File: config.mk
export PLATFORM = sky130hd
export DESIGN_NAME = component_delay_arbiter
export DESIGN_NICKNAME = d
export VERILOG_FILES = /design/src/rtl/component_delay_arbiter.sv
export SDC_FILE = /design/constraint.sdc
export NUM_CORES = 1
export LEC_CHECK = 0
export ABC_CLOCK_PERIOD_IN_PS = 6300
export CAP_MARGIN = 20
export CORE_ASPECT_RATIO = 0.6
export CORE_UTILIZATION = 40
export CTS_BUF_LIST = sky130_fd_sc_hd__clkbuf_8
export DETAILED_ROUTE_END_ITERATION = 6
export GPL_ROUTABILITY_DRIVEN = 1
export PLACE_DENSITY = 0.95
export SYNTH_ARGS = -nofsm -noshare
export SYNTH_HDL_FRONTEND = slang
export SYNTH_SLANG_ARGS = --single-unit
File: constraint.sdc
create_clock -name clk -period 6.3 [get_ports clk]
set_clock_uncertainty 0.05 [all_clocks]
set_input_delay 1.26 -clock clk [delete_from_list [all_inputs] [get_ports clk]]
set_output_delay 1.26 -clock clk [all_outputs]
set_load 0.02 [all_outputs]
File: src/rtl/component_delay_arbiter.sv
`default_nettype none
// ============================================================================
//  Module      : component_delay_arbiter
//  Description : Round-robin issue scheduler sharing one fixed-latency
//                pipelined unit among REQS requesters. Issues at most one
//                operand per cycle, tags it with the requester id, routes the
//                result back with a valid/id tag, limits each requester to one
//                outstanding operation and supports a synchronous flush.
//  Revision    : 1.0 - initial release
// ============================================================================
module component_delay_arbiter #(
   parameter int   WIDTH  = 8,
   parameter int   CYCLES = 4,
   parameter int   REQS   = 4,
   localparam int  IDW    = $clog2(REQS)
) (
   input  logic                    clk,
   input  logic                    rst,
   input  logic                    flush,
   input  logic [REQS-1:0]         req,
   input  logic [REQS*WIDTH-1:0]   op_in,
   output logic [REQS-1:0]         gnt,
   output logic [REQS-1:0]         busy,
   output logic [WIDTH-1:0]        unit_in,
   input  logic [WIDTH-1:0]        unit_out,
   output logic                    res_valid,
   output logic [IDW-1:0]          res_id,
   output logic [WIDTH-1:0]        res_data
);

   // Round-robin pointer and per-requester outstanding flags
   logic [IDW-1:0]   r_ptr;
   logic [REQS-1:0]  r_busy;

   // Tag pipeline running in lockstep with the shared unit
   logic [CYCLES-1:0] r_tag_v;
   logic [IDW-1:0]    r_tag_id [CYCLES];

   logic [REQS-1:0]  w_elig;
   logic [REQS-1:0]  w_gnt;
   logic             w_gnt_any;
   logic [IDW-1:0]   w_gidx;
   logic [IDW:0]     w_sum;
   logic [IDW-1:0]   w_ptr_nxt;
   logic [REQS-1:0]  w_clr;
   logic             w_res_valid;

   // Search the eligible set from the pointer upward with wrap; first hit wins.
   // Reset and flush both suppress any grant.
   always_comb begin
      w_elig    = req & ~r_busy;
      w_gnt     = '0;
      w_gnt_any = 1'b0;
      w_gidx    = '0;
      w_sum     = '0;
      if (rst && !flush) begin
         for (int k = 0; k < REQS; k++) begin
            w_sum = {1'b0, r_ptr} + (IDW+1)'(k);
            if (w_sum >= (IDW+1)'(REQS)) begin
               w_sum = w_sum - (IDW+1)'(REQS);
            end
            if (!w_gnt_any && w_elig[w_sum[IDW-1:0]]) begin
               w_gnt_any = 1'b1;
               w_gidx    = w_sum[IDW-1:0];
            end
         end
      end
      if (w_gnt_any) begin
         w_gnt[w_gidx] = 1'b1;
      end
   end

   // Forward the granted requester's operand; zero when nothing is issued
   always_comb begin
      unit_in = '0;
      for (int i = 0; i < REQS; i++) begin
         if (w_gnt[i]) begin
            unit_in = unit_in | op_in[i*WIDTH +: WIDTH];
         end
      end
   end

   // Next pointer is one past the winner, wrapping at REQS
   always_comb begin
      w_ptr_nxt = (w_gidx == IDW'(REQS-1)) ? '0 : w_gidx + IDW'(1);
   end

   // Result valid is killed during a flush cycle; clear mask frees the owner
   always_comb begin
      w_res_valid = r_tag_v[CYCLES-1] & ~flush;
      w_clr       = '0;
      for (int i = 0; i < REQS; i++) begin
         w_clr[i] = w_res_valid && (r_tag_id[CYCLES-1] == IDW'(i));
      end
   end

   // Pointer advances only on a grant
   always_ff @(posedge clk or negedge rst) begin
      if (!rst) begin
         r_ptr <= '0;
      end else if (w_gnt_any) begin
         r_ptr <= w_ptr_nxt;
      end
   end

   // Busy sets on grant, clears when the result retires, all drop on flush
   always_ff @(posedge clk or negedge rst) begin
      if (!rst) begin
         r_busy <= '0;
      end else if (flush) begin
         r_busy <= '0;
      end else begin
         r_busy <= (r_busy | w_gnt) & ~w_clr;
      end
   end

   // Tag shift register; flush kills every valid so stale unit data is ignored
   always_ff @(posedge clk or negedge rst) begin
      if (!rst) begin
         r_tag_v <= '0;
         for (int s = 0; s < CYCLES; s++) begin
            r_tag_id[s] <= '0;
         end
      end else begin
         r_tag_v[0]  <= w_gnt_any & ~flush;
         r_tag_id[0] <= w_gidx;
         for (int s = 1; s < CYCLES; s++) begin
            r_tag_v[s]  <= r_tag_v[s-1] & ~flush;
            r_tag_id[s] <= r_tag_id[s-1];
         end
      end
   end

   assign gnt       = w_gnt;
   assign busy      = r_busy;
   assign res_valid = w_res_valid;
   assign res_id    = r_tag_id[CYCLES-1];
   assign res_data  = unit_out;

endmodule
`default_nettype wire

== Word level (Yosys, flattened, before mapping) ==
Cells that the tools add are included.
W data, S select, Z words.
Storage, ports and cells
  bits of input ports: 47
  register bits after elaboration: 18
  word-level logic and storage cells: 95
Operators by class
  $add $sub $neg: 8
  magnitude comparators: 10
  bitwise operators: 14
  equal/unequal tests: 4
  reduce and logical (&&, ||, !) cells: 14
  multiplexer cells: 38
Operators with widths (count)
  $mux W8: 4
  $mux W2: 14
  $or A8 B8 Y8: 3
  $lt A2 B3 Y1 const B: 5
  $mux W1: 13
  $ge A3 B3 Y1 const B: 3
  $logic_and A1 B1 Y1: 9
  $and A4 B4 Y4: 2
  $bmux W1 S2: 4
  $mux W4: 2
  $not A4 Y4: 2
  $sub A2 B1 Y2 const B: 4
  $add A2 B2 Y3 const B: 2
  $eq A2 B2 Y1 const B: 3
  $and A1 B1 Y1: 5
  $logic_not A1 Y1: 4
  $or A4 B4 Y4: 1
  $add A2 B1 Y3 const B: 1
  $ge A2 B3 Y1 const B: 1
  $add A2 B1 Y2 const B: 1
  $demux W1 S2: 1
  $eq A2 B1 Y1 const B: 1
  $ge A2 B1 Y1 const B: 1
  $logic_not A2 Y1: 1
  $not A1 Y1: 1

== Depth between registers and ports, before layout ==
Gate-level depths: netlist (run 1).
  depth in word-level cells: 31
  gate-level depth with buffers: 8
  mapped depth without buffers: 7

== Worst setup path after synthesis (run 1) ==
OpenSTA, ideal clock, no wires.
  kind: input to output
  from: input req[2]
  to: output unit_in[0]
  path buffers: 2
  stages on the path: 8
  path slack: 1868 ps
  arrival: 3122 ps
  required time: 4990 ps
  cell sequence: nor2b_1 -> o41ai_4 -> buf_4 -> a211oi_1 -> ha_1 -> clkbuf_1 -> a22oi_1 -> a21oi_1
On the way
  word-level cells in the longest chain between the ends: 29
  elaborated cells on any way between the ends: 41
Ends and longest elaborated chain
  start, declared: RTL line 20  | input logic [REQS-1:0] req,
  $and A4 B4 Y4 *: RTL line 51  | w_elig = req & ~r_busy;
  $bmux W1 S2: RTL line 62  | if (!w_gnt_any && w_elig[w_sum[IDW-1:0]]) begin
  $mux W1 (not written as such): RTL line 62
  $mux W1: RTL line 62
  $mux W1: RTL line 56  | if (rst && !flush) begin
  $logic_not A1 Y1: RTL line 62
  $logic_and A1 B1 Y1: RTL line 62
  $mux W1: RTL line 62
  (+9 left out)
  net w_gidx[0]: RTL line 42  | logic [IDW-1:0] w_gidx;
  (+4 left out)
  $mux W4 *: RTL line 68  | if (w_gnt_any) begin
  $mux W8: RTL line 77  | if (w_gnt[i]) begin
  $or A8 B8 Y8: RTL line 78  | unit_in = unit_in | op_in[i*WIDTH +: WIDTH];
  $mux W8: RTL line 77
  $or A8 B8 Y8: RTL line 78
  $mux W8: RTL line 77
  $or A8 B8 Y8: RTL line 78
  $mux W8 *: RTL line 77
  end, declared: RTL line 24  | output logic [WIDTH-1:0] unit_in,
Mark *: on every way through the listed nets, which the timed path passes. The rest lies on a longest branch. The select of a mux whose other input is x is not followed.

== Worst setup path in the final report (run 1) ==
  from: input req[0]
  to: output unit_in[6]
Same word-level chain as after synthesis.

==> metrics.txt, run 1 <==
Worst Path Required 4990 ps; multi-input combinational cell area 572 µm²; crit-path leading delay family buffers and inverters; Post-CTS Repair Setup Buffers 0; Buf/Inv on CP 2; vias per cell 5.69; GRT Total Usage 0.239; area delta synth->final 50.4%; Post-Syn Instances 116; synthesized flop and latch total 18; Place WS 719 ps; later-pin clock latency in the skew report 250 ps; fin cells 195; CP max stage delay 630 ps; Root Buffer clkbuf_8; Port Buffer Count 57; Die Ht 43.3 µm; cell area after synthesis 0.00113 mm²; Worst slew margin 0.686; count of final max-slew check failures 0; clk slew on worst S/H paths 60 ps; sequential area share after synthesis 0.397; type of origin of the critical path input pin; HP Class flip-flop to flip-flop; RSZ-0062 raised after global routing false; crit path cell chain clkdlybuf4s50_1 -> nor3b_1 -> a22o_1 -> nand2_1 -> a31oi_1 -> ha_1 -> a22oi_1 -> a21oi_1 -> clkdlybuf4s50_1; Starting Density 0.438; Final Critical Period 5650 ps; drt total wl 3.48 mm; global-route wire length before repair 5.42 mm; status finished with violations; CP max stage cell clkdlybuf4s50_1; cts hold-fix bufs 0; achievable clock frequency 177 MHz; Die ar. 0.00306 mm²; vias in the first global route 1082; Synth Warn # 0; final setup TNS 0 ps; Worst Path Max Fanout 10; Starting DRT DRC Count 68; HPWL Detailed 2.81 mm; failing checks DRC; design area 0.00171 mm²; die width 70.8 µm; critical path class input pin to output port; power density cells 195 mW/mm²; clock sinks 18; PnR worst setup slack 647 ps; final worst path period share 0.897; Placeable Area 0.00259 mm²; ant diodes 0; library cells used by synthesis 32; CP Capture Type output port; DRT Pass-1 Iters 6; DRT antenna net count 0; Avg Cell Area, Syn 9.78 µm²; GRT overflow 0; via count 1109; post-cts sizing count 0; Most Frequent Cell on Critical Path clkdlybuf4s50_1; row count 14; DRC errors left 4; layout filler cell count 201; CTS Buf Count 3; Placed Area 0.00165 mm²; Lkg Pwr 0.000690 µW; final hold vios 0; Syn Nets 167; routed len/inst 17.8 µm; Placer Congestion 0.884; total of max-cap violations 0; io pins 74; placed insts 191; maximum VDD drop 0.161 mV; TritonCTS clock tree yes; worst slew pin tran 469 ps; largest net degree at the start of global routing 19; Longest Clk Path Bufs 2; htree depth 1; setup violators final 0; ratio of cells with drive above 1 in the final layout 0.0736; final net count 215; Storage cell area 450 µm²; Util after Layout 0.658; initial antenna violation count 1; Crit path arrival time 4340 ps
## cells by family after synthesis
group,after synthesis,synth area share
AOI/OAI and AO/OA,45,0.299
adders and majority gates,4,0.0441
buffers and inverters,17,0.0992
DFF,18,0.397
and+or+nand+nor,32,0.161
## Yosys cell counts
cell | n | share of area
dfrtp_1 | 18 | 0.40
a22oi_1 | 17 | 0.11
buf_4 | 11 | 0.073
a21oi_1 | 10 | 0.044
nor2b_1 | 8 | 0.044
nand2_1 | 6 | 0.020
nand2b_1 | 5 | 0.028
and2_1 | 4 | 0.022
clkbuf_1 | 4 | 0.013
ha_1 | 4 | 0.044
a21oi_2 | 3 | 0.023
nor3_1 | 3 | 0.013
a31oi_1 | 2 | 0.011
nor2_1 | 2 | 0.0066
nor3b_1 | 2 | 0.013
a211o_1 | 1 | 0.0077
a211oi_1 | 1 | 0.0066
a21bo_1 | 1 | 0.0088
a22o_1 | 1 | 0.0077
a2bb2oi_1 | 1 | 0.0077
a311oi_1 | 1 | 0.0077
a31o_1 | 1 | 0.0077
a41oi_1 | 1 | 0.0077
buf_6 | 1 | 0.0099
inv_2 | 1 | 0.0033
nand3b_1 | 1 | 0.0066
nor2b_2 | 1 | 0.0077
o21ai_0 | 1 | 0.0044
o21ai_1 | 1 | 0.0044
o221ai_1 | 1 | 0.0077
o22ai_1 | 1 | 0.0055
o41ai_4 | 1 | 0.024
## placed cells by master, fill, tap and decap left out, types with 2 or more instances in the layout
master / count
clkbuf_8: 4
nor3b_1: 2
nand2b_1: 5
dfrtp_1: 18
a22oi_1: 17
nand2_1: 6
nor2b_1: 8
ha_1: 4
buf_4: 2
a21oi_1: 10
clkdlybuf4s50_1: 57
nor3_1: 3
a21oi_2: 3
and2_1: 4
nor2_1: 2
a31oi_1: 2
## metal layers
| layer | global-route usage | vias up | part of all wire |
|---|---|---|---|
| li1 | - | 512 | - |
| met1 | 0.333 | 552 | 0.46 |
| met2 | 0.377 | 43 | 0.46 |
| met3 | 0.0689 | 2 | 0.073 |
| met4 | 0.0360 | 0 | 0.0035 |
| met5 | 0 | - | 0 |
## path summary, 6_finish.rpt
path / startpoint / cells after the start / slack, ps / endpoint
hold / removal: r_tag_id[2] / 0 / 300 / res_id[0]
hold reg to reg: r_tag_id[2] / 0 / 300 / res_id[0]
setup reg to reg: r_ptr[1] / 7 / 3670 / busy[3]
setup / recovery: req[0] / 9 / 650 / unit_in[6]
max in group asynchronous: rst / 2 / 4650 / r_tag_id[3]
min in group asynchronous: rst / 2 / 1360 / busy[0]
## power breakdown
| group | internal, µW | switching (µW) | leakage [µW] |
|---|---|---|---|
| logic | 55.6 | 50.2 | 0.000418 |
| registers | 125 | 12.2 | 0.000243 |
| clock network | 55.4 | 34.7 | 0.0000288 |
## flip-flops by register name, summed over array words and instances, names as in the netlist
signal,count
r_tag_id,6
busy,4
r_tag_v,4
r_ptr,2
res_id,2
## per-stage QoR
stage          hold WS (ps)  total power (µW)
4_1_cts                 300               333
3_3_place_gp            282               237
2_1_floorplan           281               198
6_report                299               333
3_5_place_dp            286               243
5_1_grt                 307               350
## layout make-up
| type | instances | share of cell area |
|---|---|---|
| Timing Repair Buffer | 59 | 0.343 |
| Multi-Input combinational cell | 81 | 0.335 |
| Sequential cell | 18 | 0.264 |
| Clock buffer | 4 | 0.0323 |
| Tap cell | 32 | 0.0235 |
| Inverter | 1 | 0.00220 |
(Power assumes the default switching activity.)
==> inputs of run 2 (changes only) <==
Settings changed: CORE_UTILIZATION 40 to 39, CTS_BUF_LIST sky130_fd_sc_hd__clkbuf_8 to not set.
==> run 2 against run 1 <==
Effect of this change:
- the run now ends clean
- critical path depth unchanged
- cell area unchanged
- sequential power about the same
- total power increased by 0.55%
- register-to-register slack improved by 30 ps
- clock-buffer cell count unchanged
- routed wire length increased by 4.8%
- largest power group unchanged
==> metrics.txt, run 2 (synthesis gave the netlist of run 1 again) <==
status completed; hold path cells 0; TritonCTS clock tree yes; placed insts 191; area delta synth->final 50.4%; clock sinks 18; Reg2Reg Capture Point busy[3]; worst slew pin tran 483 ps; Worst Path Required 4990 ps; Placeable Area 0.00263 mm²; final worst path period share 0.899; WHS Endpoint res_id[1]; row count 14; clk slew on worst S/H paths 60 ps; vias in the first global route 1176; Place WS 710 ps; PnR worst setup slack 634 ps; GRT overflow 0; later-pin clock latency in the skew report 250 ps; initial antenna violation count 0; hold_ws 298 ps; r2r setup slk 3700 ps; die width 71.6 µm; htree depth 1; routed len/inst 18.7 µm; total of max-cap violations 0; count of final max-slew check failures 0; Longest Clk Path Bufs 2; max reg flops 6; power density cells 196 mW/mm²; reg2reg path depth 7; most frequent cells in the layout clkdlybuf4s50_1, dfrtp_1, a22oi_1; Worst slew margin 0.678; HP Class flip-flop to flip-flop; setup violators final 0; final hold vios 0; HPWL Detailed 2.84 mm; final setup TNS 0 ps; CP Capture Type output port; Crit path arrival time 4360 ps; drt total wl 3.64 mm; Post-CTS Repair Setup Buffers 0; Placer Congestion 0.908; CTS Buf Count 3; Die ar. 0.00314 mm²; global-route wire length before repair 5.74 mm; Lkg Pwr 0.000690 µW; final net count 215; critical path class input pin to output port; DRT Pass-1 Iters 4; commonest non-fill, non-tap cell in the layout clkdlybuf4s50_1; Storage cell area 450 µm²; largest net degree at the start of global routing 19; Starting DRT DRC Count 59; RSZ-0062 raised after global routing false; worst hold start r_tag_id[3]; Die Ht 43.8 µm; GRT Total Usage 0.243; layout filler cell count 205; worst r2r src busy[0]; ant diodes 0; fin cells 195; Root Buffer clkbuf_8; io pins 74; Final Critical Period 5670 ps; via count 1137; cts hold-fix bufs 0; multi-input combinational cell area 572 µm²; ratio of cells with drive above 1 in the final layout 0.0736; maximum VDD drop 0.143 mV; Reg with most FFs r_tag_id; Port Buffer Count 57; vias per cell 5.83; type of origin of the critical path input pin; achievable clock frequency 176 MHz; Starting Density 0.432; post-cts sizing count 0; DRC errors left 0; DRT antenna net count 0; Worst Path Max Fanout 10
-- run 2: cell counts in the layout (fill, tap and decap cells not counted) --
Identical to the previous run, type by type.
-- run 2: how the worst max path moves through the flow --
stage	start	endpoint	slack (ps)	depth (start not counted)
floorplan	req[2]	unit_in[0]	1870	8
global placement	req[2]	unit_in[4]	870	9
detailed placement	req[2]	unit_in[1]	710	9
CTS	req[2]	unit_in[1]	690	9
global route	req[2]	unit_in[0]	410	9
finish	req[2]	unit_in[1]	630	9
-- run 2: critical path: stages --
cell	delay [ps]
clkdlybuf4s50_1	480
nor2b_1	400
a22o_1	230
nand2_1	80
a31oi_1	430
ha_1	520
a22oi_1	170
a21oi_1	170
clkdlybuf4s50_1	620
-- run 2: area by class of cell --
class,instances,area share
repair buffers,59,0.343
multi-input cells,81,0.335
flip-flops and latches,18,0.264
clock buffers,4,0.0323
well taps,32,0.0235
inverters,1,0.00220
-- run 2: report_power, final --
part	switching, µW	internal, µW
sequential	12.6	125
clock	35.1	55.4
combinational	51.2	55.7
total	98.9	236
-- run 2: routing by layer --
metal  vias to the layer above  global-route usage  part of all wire
li1                        515                   -                 -
met4                         0              0.0667            0.0080
met1                       562               0.313              0.43
met5                         -                   0                 0
met2                        56               0.409              0.49
met3                         4              0.0651             0.071
-- run 2: through the flow --
stage               utilization  instance area, µm²  total power, µW
detailed placement        0.629                1650              244
finish                    0.650                1710              335
global placement          0.629                1650              237
floorplan                     -                1130              198
global route              0.650                1710              351
CTS                       0.650                1710              335
==> inputs of run 3 (changes only) <==
Settings changed: CELL_PAD_IN_SITES_DETAIL_PLACEMENT set to 1, CELL_PAD_IN_SITES_GLOBAL_PLACEMENT set to 2, CORE_UTILIZATION 39 to 21, PLACE_DENSITY 0.95 to not set, PLACE_DENSITY_LB_ADDON set to 0.1.
==> run 3 against run 2 <==
Effect of this change:
- die area increased by 82%
- sequential cell count unchanged
- fmax decreased by 0.35%
- largest cell class unchanged
- critical path type unchanged
- non-clock buffer count increased by 1
==> metrics.txt, run 3 (synthesis gave the netlist of run 1 again) <==
most frequent cells in the layout clkdlybuf4s50_1, dfrtp_1, a22oi_1; cts hold-fix bufs 0; Port Buffer Count 57; Post-CTS Repair Setup Buffers 0; Place WS 616 ps; vias per cell 4.87; row count 20; drt total wl 3.97 mm; later-pin clock latency in the skew report 260 ps; Worst Path Required 4990 ps; power density cells 193 mW/mm²; Longest Clk Path Bufs 2; io pins 74; top layer in use met4; WL met1 1.85 mm; maximum VDD drop 0.0625 mV; routed length on met2 1.91 mm; critical path class input pin to output port; Die ar. 0.00571 mm²; Worst Path Max Fanout 10; final setup TNS 0 ps; count of final max-slew check failures 0; ratio of cells with drive above 1 in the final layout 0.0793; vias in the first global route 1184; max reg flops 6; final worst path period share 0.903; GRT overflow 0; DRT antenna net count 0; setup violators final 0; final net count 216; htree depth 1; Reg with most FFs r_tag_id; die width 96.9 µm; HP Class flip-flop to flip-flop; Root Buffer clkbuf_8; via count 1119; DRC errors left 0; Placer Congestion 0.729; Die Ht 58.9 µm; Placeable Area 0.00513 mm²; fin cells 230; type of origin of the critical path input pin; global-route wire length before repair 6.18 mm; Final Critical Period 5690 ps; clk slew on worst S/H paths 70 ps; CTS Buf Count 3; post-route total power 339 µW; RSZ-0062 raised after global routing false; status completed; achievable clock frequency 176 MHz; Starting Density 0.221; Lkg Pwr 0.000695 µW; commonest non-fill, non-tap cell in the layout clkdlybuf4s50_1; HPWL Detailed 3.10 mm; routed wl met3 154 µm; placed insts 226; layout filler cell count 571; initial antenna violation count 0; post-cts sizing count 0; Crit path arrival time 4380 ps; area delta synth->final 54.8%; largest net degree at the start of global routing 19; Starting DRT DRC Count 46; Worst slew margin 0.668; CP Capture Type output port; DRT Pass-1 Iters 3; worst slew pin tran 498 ps; TritonCTS clock tree yes; GRT Total Usage 0.143; ant diodes 0; total of max-cap violations 0; clock sinks 18; hold_ws 301 ps; routed len/inst 17.3 µm; PnR worst setup slack 614 ps; final hold vios 0
run 3: cell types whose count changed in the layout (fill, tap and decap cells not counted):
| cell | previous run | this run |
|---|---|---|
| buf_4 | 2 | 3 |
run 3: worst max-delay path: stages:
cell and delay (ps):
clkdlybuf4s50_1 480, nor2b_1 380, a22o_1 220, nand2_1 70, a31oi_1 410, ha_1 550, a22oi_1 150, a21oi_1 200
clkdlybuf4s50_1 650
run 3: final cells by class:
type	instances	area, µm²	share of cell area
Clock buffer	4	55.1	0.0313
Inverter	1	3.75	0.00214
Multi-Input combinational cell	81	572	0.325
Sequential cell	18	450	0.256
Tap cell	66	82.6	0.0470
Timing Repair Buffer	60	593	0.338
run 3: through the flow:
| stage | utilization | cell area (µm²) |
|---|---|---|
| 2_1_floorplan | - | 1130 |
| 3_3_place_gp | 0.332 | 1700 |
| 3_5_place_dp | 0.332 | 1700 |
| 4_1_cts | 0.342 | 1760 |
| 5_1_grt | 0.342 | 1760 |
| 6_report | 0.342 | 1760 |
run 3: worst paths after layout:
path,from,to,slack (ps),cells after the start
min in group asynchronous,rst,r_tag_id[4],1300,2
worst min-delay path,r_tag_id[2],res_id[0],300,0
worst max-delay path,req[2],unit_in[2],610,9
worst max register to register,busy[2],busy[3],3700,7
max in group asynchronous,rst,r_tag_v[3],4700,2
worst min register to register,r_tag_id[2],res_id[0],300,0
run 3: metal layers:
layer / vias to the layer above / GRT usage
li1: 515 / -
met1: 561 / 0.188
met2: 32 / 0.227
met3: 11 / 0.0321
met4: 0 / 0.0640
met5: - / 0
run 3: report_power, final:
part | switching, µW | internal, µW | leakage, µW
clock network | 39.5 | 55.6 | 0.0000288
registers | 12.1 | 125 | 0.000243
logic | 50.5 | 56.1 | 0.000423
total | 102 | 237 | 0.000695
